File: config.mk
export PLATFORM = sky130hd
export DESIGN_NAME = aim_chunk_sequencer
export DESIGN_NICKNAME = d
export VERILOG_FILES = /design/src/rtl/aim_chunk_sequencer.sv
export SDC_FILE = /design/constraint.sdc
export NUM_CORES = 1
export LEC_CHECK = 0
export BUFFER_PORTS_ARGS = -buffer_cell sky130_fd_sc_hd__buf_2
export CAP_MARGIN = 15
export CELL_PAD_IN_SITES_DETAIL_PLACEMENT = 0
export CELL_PAD_IN_SITES_GLOBAL_PLACEMENT = 1
export CORE_MARGIN = 5
export CORE_UTILIZATION = 30
export DETAILED_ROUTE_END_ITERATION = 10
export PLACE_DENSITY_LB_ADDON = 0.15
export SYNTH_ARGS = -nofsm -noshare
export SYNTH_HDL_FRONTEND = slang
export SYNTH_SLANG_ARGS = --single-unit
File: constraint.sdc
create_clock -name i_clk -period 4.9 [get_ports i_clk]
set_clock_uncertainty 0.05 [all_clocks]
set_input_delay 0.49 -clock i_clk [delete_from_list [all_inputs] [get_ports i_clk]]
set_output_delay 0.49 -clock i_clk [all_outputs]
set_load 0.05 [all_outputs]
File: src/rtl/aim_chunk_sequencer.sv
// Chunk sequencer for the associative-index-match datapath: stages 32 codes per chunk
// from the word buffer, kicks the matcher, waits for finish (with timeout), repeats.
module aim_chunk_sequencer #(
  parameter int                 W_LEN    = 256,
  parameter int                 WORD_BW  = 5,
  parameter logic [WORD_BW-1:0] PAD_CODE = 5'h1F,
  parameter int                 TIMEOUT  = 64,
  localparam int AW = $clog2(W_LEN),
  localparam int NW = AW + 1,
  localparam int CW = (W_LEN > 32) ? $clog2(W_LEN / 32) : 1
) (
  input  logic                       i_clk,
  input  logic                       i_rst_n,
  input  logic                       i_start,
  input  logic                       i_abort,
  input  logic [NW-1:0]              i_num_words,
  input  logic [3:0]                 i_ite,
  output logic                       o_wmem_ren,
  output logic [AW-1:0]              o_wmem_addr,
  input  logic [WORD_BW-1:0]         i_wmem_rdata,
  output logic [31:0][WORD_BW-1:0]   o_word,
  output logic                       o_aim_start,
  output logic [3:0]                 o_aim_ite,
  input  logic                       i_aim_finish,
  output logic [CW-1:0]              o_chunk_idx,
  output logic                       o_busy,
  output logic                       o_done,
  output logic                       o_timeout
);

  localparam int TW = (TIMEOUT > 1) ? $clog2(TIMEOUT) : 1;

  typedef enum logic [2:0] {S_IDLE, S_LOAD, S_KICK, S_WAIT, S_NEXT, S_DONE} state_t;

  state_t                     r_state;
  logic [NW-1:0]              r_num;
  logic [3:0]                 r_ite;
  logic [CW-1:0]              r_chunk;
  logic [5:0]                 r_cnt;
  logic [TW-1:0]              r_wait;
  logic                       r_rd_vld;
  logic                       r_timeout;
  logic [31:0][WORD_BW-1:0]   r_word;

  // One extra address bit so the end-of-list compare on the last chunk cannot wrap.
  logic [NW-1:0] w_base, w_next_base, w_addr_full;
  logic          w_ren;
  logic [4:0]    w_slot;

  assign w_base      = NW'({r_chunk, 5'd0});
  assign w_next_base = w_base + NW'(32);
  assign w_addr_full = w_base + NW'(r_cnt);
  assign w_ren       = (r_state == S_LOAD) && !r_cnt[5] && (w_addr_full < r_num);
  assign w_slot      = 5'(r_cnt - 6'd1);

  always_ff @(posedge i_clk or negedge i_rst_n) begin
    if (!i_rst_n) begin
      r_state   <= S_IDLE;
      r_num     <= '0;
      r_ite     <= '0;
      r_chunk   <= '0;
      r_cnt     <= '0;
      r_wait    <= '0;
      r_rd_vld  <= 1'b0;
      r_timeout <= 1'b0;
      r_word    <= {32{PAD_CODE}};
    end else begin
      r_rd_vld <= w_ren;
      case (r_state)
        S_IDLE: if (i_start && !i_abort) begin
          r_num     <= i_num_words;
          r_ite     <= i_ite;
          r_chunk   <= '0;
          r_cnt     <= '0;
          r_timeout <= 1'b0;
          r_state   <= (i_num_words == '0) ? S_DONE : S_LOAD;
        end
        S_LOAD: begin
          // Slot k-1 lands one cycle after its read; unread slots become padding.
          if (r_cnt != 6'd0)
            r_word[w_slot] <= r_rd_vld ? i_wmem_rdata : PAD_CODE;
          if (r_cnt == 6'd32) r_state <= S_KICK;
          else                r_cnt   <= r_cnt + 6'd1;
        end
        S_KICK: begin
          r_wait  <= '0;
          r_state <= S_WAIT;
        end
        S_WAIT: begin
          if (i_aim_finish) r_state <= S_NEXT;
          else if (r_wait == TW'(TIMEOUT - 1)) begin
            r_timeout <= 1'b1;
            r_state   <= S_DONE;
          end else r_wait <= r_wait + TW'(1);
        end
        S_NEXT: begin
          if (w_next_base >= r_num) r_state <= S_DONE;
          else begin
            r_chunk <= r_chunk + CW'(1);
            r_cnt   <= '0;
            r_state <= S_LOAD;
          end
        end
        S_DONE:  r_state <= S_IDLE;
        default: r_state <= S_IDLE;
      endcase
      if (i_abort && r_state != S_IDLE) r_state <= S_IDLE;
    end
  end

  assign o_wmem_ren  = w_ren;
  assign o_wmem_addr = w_addr_full[AW-1:0];
  assign o_word      = r_word;
  assign o_aim_start = (r_state == S_KICK);
  assign o_aim_ite   = r_ite;
  assign o_chunk_idx = r_chunk;
  assign o_busy      = (r_state != S_IDLE);
  assign o_done      = (r_state == S_DONE);
  assign o_timeout   = r_timeout;

endmodule

==> summary.md <==
| Metric | Value |
|---|---|
| CP top delay family | `adder cells` |
| Synth Flop Type | `dfstp_2` |
| CTS tree | `done` |
| Internal power | `3.27 mW` |
| Most common cell after layout, fill and taps aside | `buf_2` |
| Sequential element share of the synthesized area | `0.574` |
| H-tree levels | `4` |
| Clock root buffer | `clkbuf_16` |
| Die ar. | `32700 sq um` |
| Die Height | `181 um` |
| Most frequent cells in the layout | `201 x buf_2, 174 x mux2_2, 160 x dfstp_2` |
| RSZ-0062 raised after global routing | `false` |
| Area added between synthesis and finish | `23.2%` |
| Drt pass-1 iters | `4` |
| Reg-to-Reg Start | `r_cnt[0]` |
| Max-cap violations | `0` |
| Worst Reg-to-Reg Cells | `7` |
| CP bufs+invs | `1` |
| Placed cell area | `10200 sq um` |
| Overall routing resource usage | `0.143` |
| Vias/cell | `4.66` |
| First-pass GRT wire length | `36.7 mm` |
| Startpoint types | `flop` |
| CP max FO | `6` |
| Fin util | `0.375` |
| Top-area cell type share of the netlist area | `0.480` |
| Clk_lat worst skew | `430 ps` |
| Outcome | `completed` |
| Critical path class | `flop to primary output` |
| Sw Share | `0.410` |
| Number of synthesized flops with an enable pin | `0` |
| Fin crit period | `a little over 3000 ps` |
| Reg2Reg Setup Slack | `1930 ps` |
| P_leak | `4.59 nW` |
| Netlist cell types | `between 50 and 60` |
| Initial core utilization | `0.304` |
| Clock share of power | `0.259` |
| Avg Cell Area, Syn | `14.0 sq um` |
| Worst slew pin tran | `940 ps` |
| Design area | `10800 sq um` |
| Relative slew slack | `0.371` |
| Maximum clock frequency | `328 MHz` |
| Routed wire per std cell | `19.4 um` |
| Max Root-Sink Buffers | `2` |
| Fillers | `2791` |
| Yosys reg bits | `slightly below 200` |
| Post_cts resized | `0` |
| Hpwl dp | `around 17 mm` |
| Cell mode on critical path | `ha_1` |
| WHS | `111 ps` |
| Synth top area cells | `dfstp_2 48%, mux2_2 22%, dfrtp_1 9.4%` |
| Mapped cell area | `8760 sq um` |
| Inserted Diodes | `0` |
| DRC | `0` |
| Total Nets Final | `870` |
| Post-CTS setup buffers | `0` |
| Slowest cell on crit path | `dfrtp_1` |
| Die Width | `181 um` |
| Initial DRC Count | `224` |
| Final setup vio count | `0` |
| TritonCTS buffer count | `17` |
| Final Cycle Share | `0.622` |
| I/O pin count | `203` |
| Clk slew on worst S/H paths | `80 ps` |
| Reg power frac | `0.401` |
| Vias in the first global route | `5808` |
| Core area | `28800 sq um` |
| Crit path DAT | `2510 ps` |
| Antenna violations before repair | `0` |
| Hold Fails Final Rpt | `0` |
| CTS sink count | `193` |
| Critical path, cell by cell | `ha_1, ha_1, ha_1, a21oi_1, o211ai_1, a31oi_1, buf_2` |
| CTS Hold Bufs | `0` |
| Grt ovf | `0` |
| Final Max Tran Viols | `0` |
| Async SR Flop Fraction | `1.00` |
| Peak VDD IR | `around 0.28 mV` |
| Syn nets | `about 670` |
| Max incr delay on CP | `440 ps` |
| GP Congestion | `0.813` |
| Share of cells above drive strength 1 | `0.729` |
| Row count | `62` |
| Number of port buffers | `202` |
| Final ANT Viol Nets | `0` |
| Routed vias | `~5700` |
| Setup TNS | `0 ps` |
| Largest net degree at the start of global routing | `96` |
| WP data required | `roughly 4400 ps` |
| Sw Pwr | `approximately 2.3 mW` |
| WL final | `23.7 mm` |
| Power Density | `513 nW/um^2` |
| Post-Syn Instances | `628` |
| Crit path capture type | `primary output` |
| R2r endpoint | `o_word[37]` |
| Synth area leader | `dfstp_2` |
| Gate power share | `0.340` |
| HP Class | `primary input to asynchronous set/reset pin` |
| Synth Warn # | `0` |
[metrics by stage]
step	setup WS [ps]	power [mW]	instances
3_5_place_dp	2020	4.16	1190
4_1_cts	1800	5.63	1222
6_report	1850	5.54	1222
3_3_place_gp	2070	4.14	1190
5_1_grt	1680	5.80	1222
2_1_floorplan	1290	3.68	628
[metal layers]
metal / part of all wire / track usage
met5: 0 / 0
met4: 0.0081 / 0.0375
met3: 0.048 / 0.0372
met2: 0.48 / 0.226
met1: 0.46 / 0.196
[worst max path at each step]
| stage | cells after the start | startpoint | end | slack [ps] |
|---|---|---|---|---|
| global route | 7 | r_cnt[5] | o_wmem_ren | 1680 |
| CTS | 7 | r_cnt[5] | o_wmem_ren | 1800 |
| detailed placement | 7 | r_cnt[0] | o_word[33] | 2020 |
| finish | 7 | r_cnt[5] | o_wmem_ren | 1850 |
| floorplan | 5 | o_chunk_idx[0] | o_wmem_ren | 1290 |
| global placement | 7 | r_cnt[0] | o_word[68] | 2070 |
[layout make-up]
type | count | area (sq um) | area share
well taps | 384 | 480 | 0.0445
inverters | 17 | 63.8 | 0.00591
flip-flops and latches | 193 | 5030 | 0.466
clock inverters | 14 | 191 | 0.0177
clock buffers | 18 | 429 | 0.0398
repair buffers | 209 | 1070 | 0.0993
multi-input cells | 387 | 3530 | 0.327
[state kept, by name, summed over array words and instances, names as in the netlist]
register	count
r_cnt	6
r_wait	6
o_word	160
r_rd_vld	1
o_chunk_idx	3
r_state	3
r_num	9
o_timeout	1
o_aim_ite	4
[synth_stat cells (2+ instances only)]
cell type	n
a211oi_1	6
a21o_1	3
a21oi_1	11
a22o_1	2
a31o_2	2
a31oi_1	3
and2_1	5
and3_1	6
buf_2	5
buf_4	5
clkbuf_1	21
dfrtp_1	33
dfstp_2	160
ha_1	22
inv_1	17
mux2_2	174
nand2_1	24
nand2_4	4
nand2b_1	12
nand3_1	5
nand4_1	2
nor2_1	13
nor2_2	3
nor2_4	17
nor2b_1	7
nor3_1	4
nor3b_1	2
o211ai_1	2
o21a_1	3
o21ai_0	9
o22ai_1	2
o31ai_1	7
or2_2	5
or3_1	2
or4_1	6
xnor2_1	4
[power by group through the flow]
stage / clock network (mW) / registers, mW / logic (mW)
floorplan: 0 / 3.15 / 0.527
global placement: 0 / 2.24 / 1.90
detailed placement: 0 / 2.25 / 1.91
CTS: 1.49 / 2.23 / 1.91
global route: 1.56 / 2.26 / 1.97
finish: 1.43 / 2.22 / 1.88
[cells by family after synthesis]
family | synth area share
AOI/OAI and AO/OA | 0.0498
xor gates and xnor gates | 0.00500
muxes | 0.225
buffers and inverters | 0.0234
adders and majority gates | 0.0314
DFF | 0.574
and+or+nand+nor | 0.0915
(Power assumes the default switching activity.)
